## config.mk

```make
export PLATFORM = sky130hd
export DESIGN_NAME = sum_serial_nb_flat
export DESIGN_NICKNAME = d
export VERILOG_FILES = /design/src/rtl/sum_serial_nb_if.sv /design/src/rtl/sum_serial_nb.sv /design/src/flat_wrapper.sv
export SDC_FILE = /design/constraint.sdc
export NUM_CORES = 1
export LEC_CHECK = 0
export CORE_MARGIN = 5
export CORE_UTILIZATION = 46
export DETAILED_ROUTE_END_ITERATION = 10
export PLACE_DENSITY = 0.76
export SLEW_MARGIN = 20
export SYNTH_ARGS = -nofsm -noshare
export SYNTH_HDL_FRONTEND = slang
export SYNTH_SLANG_ARGS = --single-unit
```

## constraint.sdc

```tcl
create_clock -name clk -period 1.6 [get_ports clk]
set_input_delay 0.24 -clock clk [delete_from_list [all_inputs] [get_ports clk]]
set_output_delay 0.24 -clock clk [all_outputs]
set_load 0.01 [all_outputs]
```

## src/rtl/sum_serial_nb_if.sv

```systemverilog
// rtl/sum_serial_nb_if.sv - start/busy/done operand and result bundle for sum_serial_nb
interface sum_serial_nb_if #(
    parameter int WIDTH = 16
);
    logic             start;
    logic [WIDTH-1:0] A;
    logic [WIDTH-1:0] B;
    logic             Ci;
    logic             Sub;
    logic             busy;
    logic             done;
    logic [WIDTH-1:0] Sum;
    logic             Cout;
    logic             Ovf;

    modport master (
        output start, A, B, Ci, Sub,
        input  busy, done, Sum, Cout, Ovf
    );

    modport slave (
        input  start, A, B, Ci, Sub,
        output busy, done, Sum, Cout, Ovf
    );
endinterface

```

## src/rtl/sum_serial_nb.sv

```systemverilog
// rtl/sum_serial_nb.sv - digit-serial adder/subtractor, DIGIT bits per clock
module sum_serial_nb #(
    parameter int WIDTH = 16,
    parameter int DIGIT = 4
) (
    input  logic           clk,
    input  logic           rst,
    sum_serial_nb_if.slave bus
);
    localparam int N  = WIDTH / DIGIT;
    localparam int CW = (N > 1) ? $clog2(N) : 1;

    typedef enum logic [1:0] {
        IDLE,
        RUN,
        DONE
    } state_t;

    state_t           state;
    state_t           state_nx;
    logic [WIDTH-1:0] a_sr;
    logic [WIDTH-1:0] b_sr;
    logic [WIDTH-1:0] res_sr;
    logic [WIDTH-1:0] res_next;
    logic [WIDTH-1:0] sum_q;
    logic             carry;
    logic             cout_q;
    logic             ovf_q;
    logic [CW-1:0]    cnt;
    logic [DIGIT:0]   dsum;
    logic             c_msb;
    logic             last_digit;
    logic             accept;
    logic             busy_c;
    logic             done_c;

    // One DIGIT-bit ripple slice; the carry into its top bit recovers the carry into the MSB.
    always_comb begin
        dsum       = {1'b0, a_sr[DIGIT-1:0]} + {1'b0, b_sr[DIGIT-1:0]} + {{DIGIT{1'b0}}, carry};
        c_msb      = a_sr[DIGIT-1] ^ b_sr[DIGIT-1] ^ dsum[DIGIT-1];
        res_next   = WIDTH'({dsum[DIGIT-1:0], res_sr} >> DIGIT);
        last_digit = (cnt == CW'(N - 1));
        accept     = ((state == IDLE) || (state == DONE)) && bus.start;
    end

    always_ff @(posedge clk) begin
        if (rst) begin
            state <= IDLE;
        end else begin
            state <= state_nx;
        end
    end

    always_comb begin
        state_nx = state;
        busy_c   = 1'b0;
        done_c   = 1'b0;
        case (state)
            IDLE: begin
                if (bus.start) begin
                    state_nx = RUN;
                end
            end
            RUN: begin
                busy_c = 1'b1;
                if (last_digit) begin
                    state_nx = DONE;
                end
            end
            DONE: begin
                done_c   = 1'b1;
                state_nx = bus.start ? RUN : IDLE;
            end
            default: state_nx = IDLE;
        endcase
    end

    // Subtraction is A + ~B + ~Ci, so B and Ci are inverted once at capture.
    always_ff @(posedge clk) begin
        if (rst) begin
            a_sr   <= '0;
            b_sr   <= '0;
            res_sr <= '0;
            carry  <= 1'b0;
            cnt    <= '0;
            sum_q  <= '0;
            cout_q <= 1'b0;
            ovf_q  <= 1'b0;
        end else if (accept) begin
            a_sr  <= bus.A;
            b_sr  <= bus.B ^ {WIDTH{bus.Sub}};
            carry <= bus.Ci ^ bus.Sub;
            cnt   <= '0;
        end else if (state == RUN) begin
            a_sr   <= a_sr >> DIGIT;
            b_sr   <= b_sr >> DIGIT;
            carry  <= dsum[DIGIT];
            res_sr <= res_next;
            cnt    <= cnt + 1'b1;
            if (last_digit) begin
                sum_q  <= res_next;
                cout_q <= dsum[DIGIT];
                ovf_q  <= c_msb ^ dsum[DIGIT];
            end
        end
    end

    assign bus.busy = busy_c;
    assign bus.done = done_c;
    assign bus.Sum  = sum_q;
    assign bus.Cout = cout_q;
    assign bus.Ovf  = ovf_q;
endmodule

```

## src/flat_wrapper.sv

```systemverilog
// flat-port wrapper written by rule: the top's interface ports become plain ports
module sum_serial_nb_flat 
#(
    parameter int WIDTH = 16,
    parameter int DIGIT = 4
)
  (clk, rst, bus_start, bus_A, bus_B, bus_Ci, bus_Sub, bus_busy, bus_done, bus_Sum, bus_Cout, bus_Ovf);
  sum_serial_nb_if #(.WIDTH(WIDTH)) bus_i ();
  input  logic clk;
  input  logic rst;
  input wire logic [$bits(bus_i.start)-1:0] bus_start;
  input wire logic [$bits(bus_i.A)-1:0] bus_A;
  input wire logic [$bits(bus_i.B)-1:0] bus_B;
  input wire logic [$bits(bus_i.Ci)-1:0] bus_Ci;
  input wire logic [$bits(bus_i.Sub)-1:0] bus_Sub;
  output wire logic [$bits(bus_i.busy)-1:0] bus_busy;
  output wire logic [$bits(bus_i.done)-1:0] bus_done;
  output wire logic [$bits(bus_i.Sum)-1:0] bus_Sum;
  output wire logic [$bits(bus_i.Cout)-1:0] bus_Cout;
  output wire logic [$bits(bus_i.Ovf)-1:0] bus_Ovf;
  assign bus_i.start = bus_start;
  assign bus_i.A = bus_A;
  assign bus_i.B = bus_B;
  assign bus_i.Ci = bus_Ci;
  assign bus_i.Sub = bus_Sub;
  assign bus_busy = bus_i.busy;
  assign bus_done = bus_i.done;
  assign bus_Sum = bus_i.Sum;
  assign bus_Cout = bus_i.Cout;
  assign bus_Ovf = bus_i.Ovf;
  sum_serial_nb #(.WIDTH(WIDTH), .DIGIT(DIGIT)) u_core (.clk(clk), .rst(rst), .bus(bus_i));
endmodule
```

==> results.toml <==
[worst_hold_path]
hold_class = "in -> reg"

[floorplanning]
die_area_um2 = 7790
fp-row-count = 28
dieWidth_um = 88.3
initial_core_util_pct = 47.3
die-height_um = 88.3
core_area_um2 = 5960
ioPinCount = 57

[clock_tree]
cts_root_buffer = "clkbuf_8"
clkTransAtPathRegs_ns = 0.06
numCtsBuffers = 9
clockBufferDepth = 2
cts_sinks = 67
cts_tree = "built"
ctsHtreeMaxLevel = 3
clkLatencyLatePin_ns = 0.33

[worst_setup_path]
crit_slowest_cell = "dfxtp_2"
required_ns = 1.80
cp.arrival_ns = 1.83
path_class = "reg -> reg"
worstPathCellList = "fa_2, inv_2, fa_2, nand2b_4, a21oi_4, xor2_1, a211oi_2"
critPathLaunchType = "register"
cp_common_cell = "fa_2"
cpPeakStageDelay_ns = 0.35
path_max_fanout = 2
end_kind = "register"

[run_status]
violations = "setup timing"
status = "finished with violations"

[routing]
wl_per_cell_um = 13.2
ant_nets = 0
vias = 2327
dr.pass1.iters = 4
totalWireLength_um = 5950
viasPerCell = 5.17
first_iter_violations = 108
drc_errors = 0

[cells_and_area]
fillerInstances = 551
synthToLayoutAreaGrowth_pct = 29.9
utilization_pct = 61.5
nets = 417
drive_above_1_share_pct = 13.9
stdcell_count = 450
antenna_cells = 0

[global_route]
gr-total-overflow = 0
grt_usage_pct = 16.1
antenna_found_initial = 0
grt_pass1_vias = 2218
grt_max_degree = 46
grt_pass1_wl_um = 9830

[timing]
rsz0062_at_grt = "yes"
setup_violations = 3
setup_ws_ns = -0.0304
finalHoldViolations = 0
fin_crit_sh_pct = 102
final_max_slew_viol_count = 0
skew_ns = 0.00522
relSlewSlack_pct = 76.4
tightest_slew_ns = 0.352
fmax_mhz = 613
fin_crit_ns = 1.63

[synthesis]
yosysWarnings = 0
synth_top_cell_by_area = "dfxtp_1"
syn_inst = 318
netlist_area_um2 = 2820
ys_seq_elements = 67
syn-num-nets = 361
syn_area_per_cell_um2 = 8.86
netlist.area_leader.share_pct = 47.6
yosysUniqueCellTypes = 30
yosysSeqAreaShare_pct = 47.6
synth_area_leaders = "dfxtp_1 48%, nand2_1 9.7%, a22oi_1 8.5%"

[power_and_ir_drop]
leakage_nw = 1.32
max-vdd-ir-drop_mv = 0.603
power_density_nw_per_um2 = 945

[place]
io_buffers = 56
dp_hpwl_um = 4080
dp_cells = 437
gp_congestion = 0.815

[job]
cap_violations = 0
-- cells in the mapped netlist --
cell	count
xor2_1	18
a21oi_1	41
a21oi_2	9
nor2_1	19
nand2b_1	1
buf_4	2
a22oi_1	32
nand2_1	73
a211oi_1	3
fa_1	2
inv_4	1
dfxtp_1	67
o31ai_1	2
nand2_2	1
nor2_4	1
xnor2_1	3
clkbuf_1	8
nor3_1	3
nand2b_4	1
o21ai_0	1
ha_1	4
a21o_1	1
and2_1	1
buf_6	6
nand3b_1	2
buf_2	9
nor2b_1	2
mux2i_1	1
inv_1	3
a211oi_2	1
-- area by class of cell --
type	instances	area [um^2]	area share, %
flip-flops and latches	67	1350	36.8
multi-input cells	222	1340	36.6
repair buffers	70	708	19.3
clock buffers	12	155	4.24
well taps	75	93.8	2.56
inverters	4	17.5	0.478
-- critical path: cells and delay by family, from the launching register on --
kind                       cells  cell delay, ns
adders and majority gates      2            0.56
DFF                            1            0.35
AOI/OAI and AO/OA              2            0.21
xor gates and xnor gates       1            0.19
and+or+nand+nor                1            0.16
buffers and inverters          1            0.04
-- registers in the layout, summed over array words and instances (netlist names) --
| name | flops |
|---|---|
| u_core.cnt | 2 |
| u_core.state | 2 |
| u_core.b_sr | 16 |
| u_core.carry | 1 |
| u_core.bus.Sum | 16 |
| u_core.res_sr | 12 |
| u_core.a_sr | 16 |
| u_core.bus.Cout | 1 |
| u_core.bus.Ovf | 1 |
-- kinds of logic (layout without fill, tap and decap cells) --
logic type | count (synthesis) | count (layout) | share of synthesized area, %
XOR/XNOR | 21 | 21 | 6.52
AO/OA/AOI/OAI | 90 | 90 | 20.8
adder cells (fa/ha/maj) | 6 | 6 | 3.20
multiplexers | 1 | 1 | 0.355
AND/OR/NAND/NOR | 104 | 104 | 15.3
buffers and inverters | 29 | 86 | 6.21
flip-flops | 67 | 67 | 47.6
-- routing by layer --
metal	vias to the layer above	wire length (um)	global-route usage, %
met3	6	347	3.82
li1	1178	-	-
met1	1082	2700	20.5
met4	0	64	7.28
met5	-	0	0
met2	61	2830	26.1
-- layout by cell type (no fill, tap or decap), types with 2 or more instances in the layout --
master	netlist	final
clkdlybuf4s50_1	0	53
clkbuf_8	0	11
nand2b_4	1	2
a21oi_2	9	10
dfxtp_1	67	63
nand3b_1	2	2
fa_2	0	2
buf_12	0	4
xor2_1	18	17
o31ai_1	2	2
dlygate4sd2_1	0	2
ha_1	4	4
a22oi_1	32	32
a211oi_1	3	3
nor2_1	19	19
dfxtp_2	0	4
a21oi_1	41	39
buf_4	2	10
nor3_1	3	3
nand2_1	73	73
inv_1	3	2
xnor2_1	3	3
-- what timing repair did --
item                                    CTS  global route
buffers inserted                          0             1
endpoints found under the setup margin    5             7
hold buffers                              0             0
resized for setup                         5             2
hold endpoints to repair                  0             0
pin swaps                                 3             0
-- worst paths after layout --
check,from,endpoint,slack (ns),depth (start not counted)
setup / recovery,u_core.b_sr[0],u_core.bus.Ovf,-0.03,7
hold reg to reg,u_core.bus.Sum[12],u_core.bus.Sum[12],0.45,2
hold / removal,rst,u_core.a_sr[13],0.28,2
setup reg to reg,u_core.b_sr[0],u_core.bus.Ovf,-0.03,7
-- per-stage QoR --
step	area [um^2]	worst slack [ns]	hold WS [ns]	TNS [ns]	power [mW]
floorplan	2850	0.0146	0.401	0	2.14
global placement	3490	-0.00176	0.441	-0.00176	2.31
detailed placement	3490	-0.0464	0.447	-0.126	2.33
CTS	3640	-0.0254	0.262	-0.0516	3.48
global route	3660	-0.0740	0.308	-0.251	3.63
finish	3660	-0.0304	0.279	-0.0605	3.46
-- where the power goes --
group	total, mW	internal, mW	switching [mW]
clock	1.16	0.613	0.546
sequential	1.79	1.75	0.0468
combinational	0.505	0.248	0.257
total	3.46	2.61	0.849
Power figures use the tool's default switching activity.
